===== src/rtl/skew_shift_array_if.sv =====
// Bus bundle for skew_shift_array: packed lane input/output, shared beat valid,
// stall enable, synchronous flush and in-flight status.
interface skew_shift_array_if #(
  parameter int DW    = 8,
  parameter int LANES = 4
);
  logic [LANES*DW-1:0] din;
  logic                din_vld;
  logic                en;
  logic                clr;
  logic [LANES*DW-1:0] dout;
  logic [LANES-1:0]    dout_vld;
  logic                busy;

  modport master (
    output din, din_vld, en, clr,
    input  dout, dout_vld, busy
  );

  modport slave (
    input  din, din_vld, en, clr,
    output dout, dout_vld, busy
  );
endinterface


===== src/rtl/skew_shift_array.sv =====
// Multi-lane input-skew buffer: lane i delays its beats by BASE_DLY+i+1 enabled cycles.
// Build macro SKEW_DESKEW_EN mirrors the delays (lane LANES-1 shortest) for output deskew.
module skew_shift_array #(
  parameter int DW       = 8,
  parameter int LANES    = 4,
  parameter int BASE_DLY = 0
) (
  input  logic               clk,
  input  logic               rst_n,
  skew_shift_array_if.slave  bus
);

  logic [LANES-1:0] lane_busy;

  for (genvar g = 0; g < LANES; g++) begin : g_lane
`ifdef SKEW_DESKEW_EN
    localparam int D = BASE_DLY + (LANES - 1 - g) + 1;
`else
    localparam int D = BASE_DLY + g + 1;
`endif

    logic [DW-1:0] dat_q [D];
    logic [DW-1:0] dat_d [D];
    logic [D-1:0]  vld_q;
    logic [D-1:0]  vld_d;

    // Data is forced to zero alongside a cleared valid so idle stages always read 0.
    always_comb begin
      dat_d = dat_q;
      vld_d = vld_q;
      if (bus.clr) begin
        for (int k = 0; k < D; k++) dat_d[k] = '0;
        vld_d = '0;
      end else if (bus.en) begin
        vld_d[0] = bus.din_vld;
        dat_d[0] = bus.din_vld ? bus.din[g*DW +: DW] : '0;
        for (int k = 1; k < D; k++) begin
          dat_d[k] = dat_q[k-1];
          vld_d[k] = vld_q[k-1];
        end
      end
    end

    always_ff @(posedge clk or negedge rst_n) begin
      if (!rst_n) begin
        for (int k = 0; k < D; k++) dat_q[k] <= '0;
        vld_q <= '0;
      end else begin
        dat_q <= dat_d;
        vld_q <= vld_d;
      end
    end

    assign bus.dout[g*DW +: DW] = dat_q[D-1];
    assign bus.dout_vld[g]      = vld_q[D-1];
    assign lane_busy[g]         = |vld_q;
  end

  assign bus.busy = |lane_busy;

endmodule

===== src/flat_wrapper.sv =====
// flat-port wrapper written by rule: the top's interface ports become plain ports
module skew_shift_array_flat 
#(
  parameter int DW       = 8,
  parameter int LANES    = 4,
  parameter int BASE_DLY = 0
)
  (clk, rst_n, bus_din, bus_din_vld, bus_en, bus_clr, bus_dout, bus_dout_vld, bus_busy);
  skew_shift_array_if #(.DW(DW), .LANES(LANES)) bus_i ();
  input  logic clk;
  input  logic rst_n;
  input wire logic [$bits(bus_i.din)-1:0] bus_din;
  input wire logic [$bits(bus_i.din_vld)-1:0] bus_din_vld;
  input wire logic [$bits(bus_i.en)-1:0] bus_en;
  input wire logic [$bits(bus_i.clr)-1:0] bus_clr;
  output wire logic [$bits(bus_i.dout)-1:0] bus_dout;
  output wire logic [$bits(bus_i.dout_vld)-1:0] bus_dout_vld;
  output wire logic [$bits(bus_i.busy)-1:0] bus_busy;
  assign bus_i.din = bus_din;
  assign bus_i.din_vld = bus_din_vld;
  assign bus_i.en = bus_en;
  assign bus_i.clr = bus_clr;
  assign bus_dout = bus_i.dout;
  assign bus_dout_vld = bus_i.dout_vld;
  assign bus_busy = bus_i.busy;
  skew_shift_array #(.DW(DW), .LANES(LANES), .BASE_DLY(BASE_DLY)) u_core (.clk(clk), .rst_n(rst_n), .bus(bus_i));
endmodule

===== config.mk =====
export PLATFORM = sky130hd
export DESIGN_NAME = skew_shift_array_flat
export DESIGN_NICKNAME = d
export VERILOG_FILES = /design/src/rtl/skew_shift_array_if.sv /design/src/rtl/skew_shift_array.sv /design/src/flat_wrapper.sv
export SDC_FILE = /design/constraint.sdc
export NUM_CORES = 1
export LEC_CHECK = 0
export ABC_CLOCK_PERIOD_IN_PS = 2100
export CAP_MARGIN = 10
export CORE_ASPECT_RATIO = 1.1
export CORE_MARGIN = 5
export CORE_UTILIZATION = 30
export CTS_BUF_LIST = sky130_fd_sc_hd__clkbuf_4 sky130_fd_sc_hd__clkbuf_8
export CTS_CLUSTER_DIAMETER = 150
export CTS_CLUSTER_SIZE = 8
export DETAILED_ROUTE_END_ITERATION = 10
export SLEW_MARGIN = 10
export SYNTH_ARGS = -nofsm -noshare
export SYNTH_HDL_FRONTEND = slang
export SYNTH_SLANG_ARGS = --single-unit

===== constraint.sdc =====
create_clock -name clk -period 2.1 [get_ports clk]
set_clock_uncertainty 0.05 [all_clocks]
set_input_delay 0.315 -clock clk [delete_from_list [all_inputs] [get_ports clk]]
set_output_delay 0.315 -clock clk [all_outputs]
set_load 0.05 [all_outputs]

==> impl_metrics.env <==
export IMPL_status="finished clean"
export IMPL_clkSinkCount=84
export IMPL_worstPathCellList="clkdlybuf4s50_1"
export IMPL_peakVddDrop_mv=0.3060
export IMPL_setup_viol=0
export IMPL_grt_pass1_wl_mm=12.45
export IMPL_die_w_um=116.5
export IMPL_ys_types=16
export IMPL_synthCells=321
export IMPL_yosysWarnings=0
export IMPL_wirelength_mm=7.462
export IMPL_drtIter0Drc=72
export IMPL_cts_root_buf="clkbuf_8"
export IMPL_tns_ns=0
export IMPL_cp_max_fo=4
export IMPL_syn_nets=358
export IMPL_syn_to_final_growth_pct=22.81
export IMPL_drtPass1Iterations=4
export IMPL_route_vias_total=2349
export IMPL_max_freq_ghz=0.5201
export IMPL_grt_ovfl_total=0
export IMPL_max_cap_violations=0
export IMPL_die_area_um2=14820
export IMPL_grt_pass1_vias=2520
export IMPL_critPathTopFamily="buffers and inverters"
export IMPL_htree_levels=3
export IMPL_path_class="flip-flop to primary output"
export IMPL_synth_seq_area_share_pct=56.11
export IMPL_cpPeakStageDelay_ns=0.82
export IMPL_initial_core_util_pct=30.86
export IMPL_post_cts_buffers=0
export IMPL_portBuffers=73
export IMPL_nets=401
export IMPL_fin_util_pct=37.90
export IMPL_final_max_slew_viol_count=0
export IMPL_cts_buffers=9
export IMPL_ys_ff_latch=84
export IMPL_grt_max_degree=44
export IMPL_post_route_drc_count=0
export IMPL_min_period_ns=1.923
export IMPL_final_antenna_net_count=0
export IMPL_die_h_um=127.2
export IMPL_final_cell_mix="dfrtp_1, clkdlybuf4s50_1, mux2i_1, nor2_1, nand2b_1"
export IMPL_grt_usage_pct=10.54
export IMPL_start_kind="flip-flop"
export IMPL_power_density_nw_per_um2=659.8
export IMPL_p_leak_nw=2.078
export IMPL_path_clk_slew_ns=0.08
export IMPL_dp_hpwl_mm=4.952
export IMPL_cts_tree="done"
export IMPL_gp_congestion=0.6635
export IMPL_num_rows=42
export IMPL_crit_path_end_kind="primary output"
export IMPL_final_hold_viol_count=0
export IMPL_cp_slowest_cell="clkdlybuf4s50_1"
export IMPL_post_drt_via_cell_ratio=4.500
export IMPL_core_um2=12140
export IMPL_ios=74
export IMPL_clock_latency_ns=0.35
export IMPL_drive_gt1_share_pct=13.04
export IMPL_mostFrequentLayoutCell="dfrtp_1"
export IMPL_crit_buf_inv=1
export IMPL_synth_area_um2=3746
export IMPL_hold_class="input pin to flip-flop"
export IMPL_antenna_found_initial=0
export IMPL_diodes=0
export IMPL_wire_per_inst_um=14.30
export IMPL_grt_setup_unrepaired="false"
export IMPL_tightest_slew_ns=0.5868
export IMPL_post_route_period_util_pct=91.56
export IMPL_worstPathArrival_ns=1.56
export IMPL_post_cts_resized=0
export IMPL_avgSynthCellArea_um2=11.67
export IMPL_slew_headroom_pct=60.88
export IMPL_clockBufferDepth=2
export IMPL_cp_required_ns=1.74
==> routing by layer <==
metal	track usage [%]	up-vias	part of all wire [%]
met2	16.33	44	48
met1	13.95	1156	46
met3	3.122	10	4.8
met4	3.846	0	1.4
li1	-	1139	-
met5	0	-	0
==> layout make-up <==
cell class / instances / area (um^2)
Clock buffer: 10 / 131.4
Clock inverter: 5 / 30.03
Fill cell: 1191 / 7538
Multi-Input combinational cell: 187 / 1294
Sequential cell: 84 / 2102
Tap cell: 154 / 192.7
Timing Repair Buffer: 82 / 850.8
==> cell usage after synthesis <==
cell,count,area share (%)
dfrtp_1,84,56
mux2i_1,52,14
nor2_1,52,5.2
buf_4,31,6.2
nand2b_1,24,4.0
a21oi_1,14,1.9
nand3_1,14,1.9
buf_2,13,1.7
a21oi_2,10,2.3
nand3_2,10,2.7
a32o_1,8,2.1
buf_6,4,1.2
clkbuf_1,2,0.20
nor2_2,1,0.17
nor2b_1,1,0.17
or4_1,1,0.20
==> flip-flops by register name, summed over array words and instances, names as in the netlist <==
name / count
u_core.bus.dout: 24
u_core.g_lane.vld_q: 4
u_core.g_lane.dat_q: 56
==> cells by family after synthesis <==
kind of cell,after synthesis,share of synthesized area [%]
buffers and inverters,50,9.352
and+or+nand+nor,103,14.30
AOI/OAI and AO/OA,32,6.346
DFF,84,56.11
muxes,52,13.89
==> through the flow <==
| step | power [mW] | setup slack (ns) | std cells | hold slack, ns | instance area (um^2) |
|---|---|---|---|---|---|
| global placement | 2.082 | 0.5074 | 506 | 0.2861 | 4429 |
| floorplan | 1.925 | 0.3543 | 321 | -0.03059 | 3746 |
| detailed placement | 2.088 | 0.4783 | 506 | 0.2953 | 4429 |
| CTS | 3.096 | 0.1430 | 522 | 0.3444 | 4601 |
| finish | 3.036 | 0.1772 | 522 | 0.3623 | 4601 |
| global route | 3.189 | 0.1041 | 522 | 0.3579 | 4601 |
==> worst reg2reg max path, cell delays in order (launching register included) <==
cell,delay (ns)
dfrtp_1,0.41
mux2i_1,0.15
nor2_1,0.06
==> path summary, 6_finish.rpt <==
check                                                       from                                     end  slack, ns  cells after the start
max                        u_core.g_lane[3].vld_q[1]$_DFFE_PN0P_                         bus_dout_vld[1]       0.18                      1
min                                                      bus_clr  u_core.g_lane[3].dat_q[16]$_DFFE_PN0P_       0.36                      2
max reg2reg                u_core.g_lane[3].vld_q[1]$_DFFE_PN0P_   u_core.g_lane[3].vld_q[2]$_DFFE_PN0P_       1.33                      2
min reg2reg                u_core.g_lane[0].dat_q[2]$_DFFE_PN0P_   u_core.g_lane[0].dat_q[2]$_DFFE_PN0P_       0.45                      1
max in group asynchronous                                  rst_n         u_core.bus.dout[16]$_DFFE_PN0P_       0.93                      3
min in group asynchronous                                  rst_n  u_core.g_lane[3].dat_q[18]$_DFFE_PN0P_       0.43                      2
==> report_power, final <==
group / switching, mW / internal [mW]
Clock: 0.558 / 0.430
Sequential: 0.0205 / 1.65
Combinational: 0.212 / 0.163
Total: 0.790 / 2.25
==> repair_timing <==
item	4_1_cts	5_1_grt
setup endpoints to repair	0	0
hold endpoints to repair	41	0
hold buffers	1	0
(Power assumes the default switching activity.)
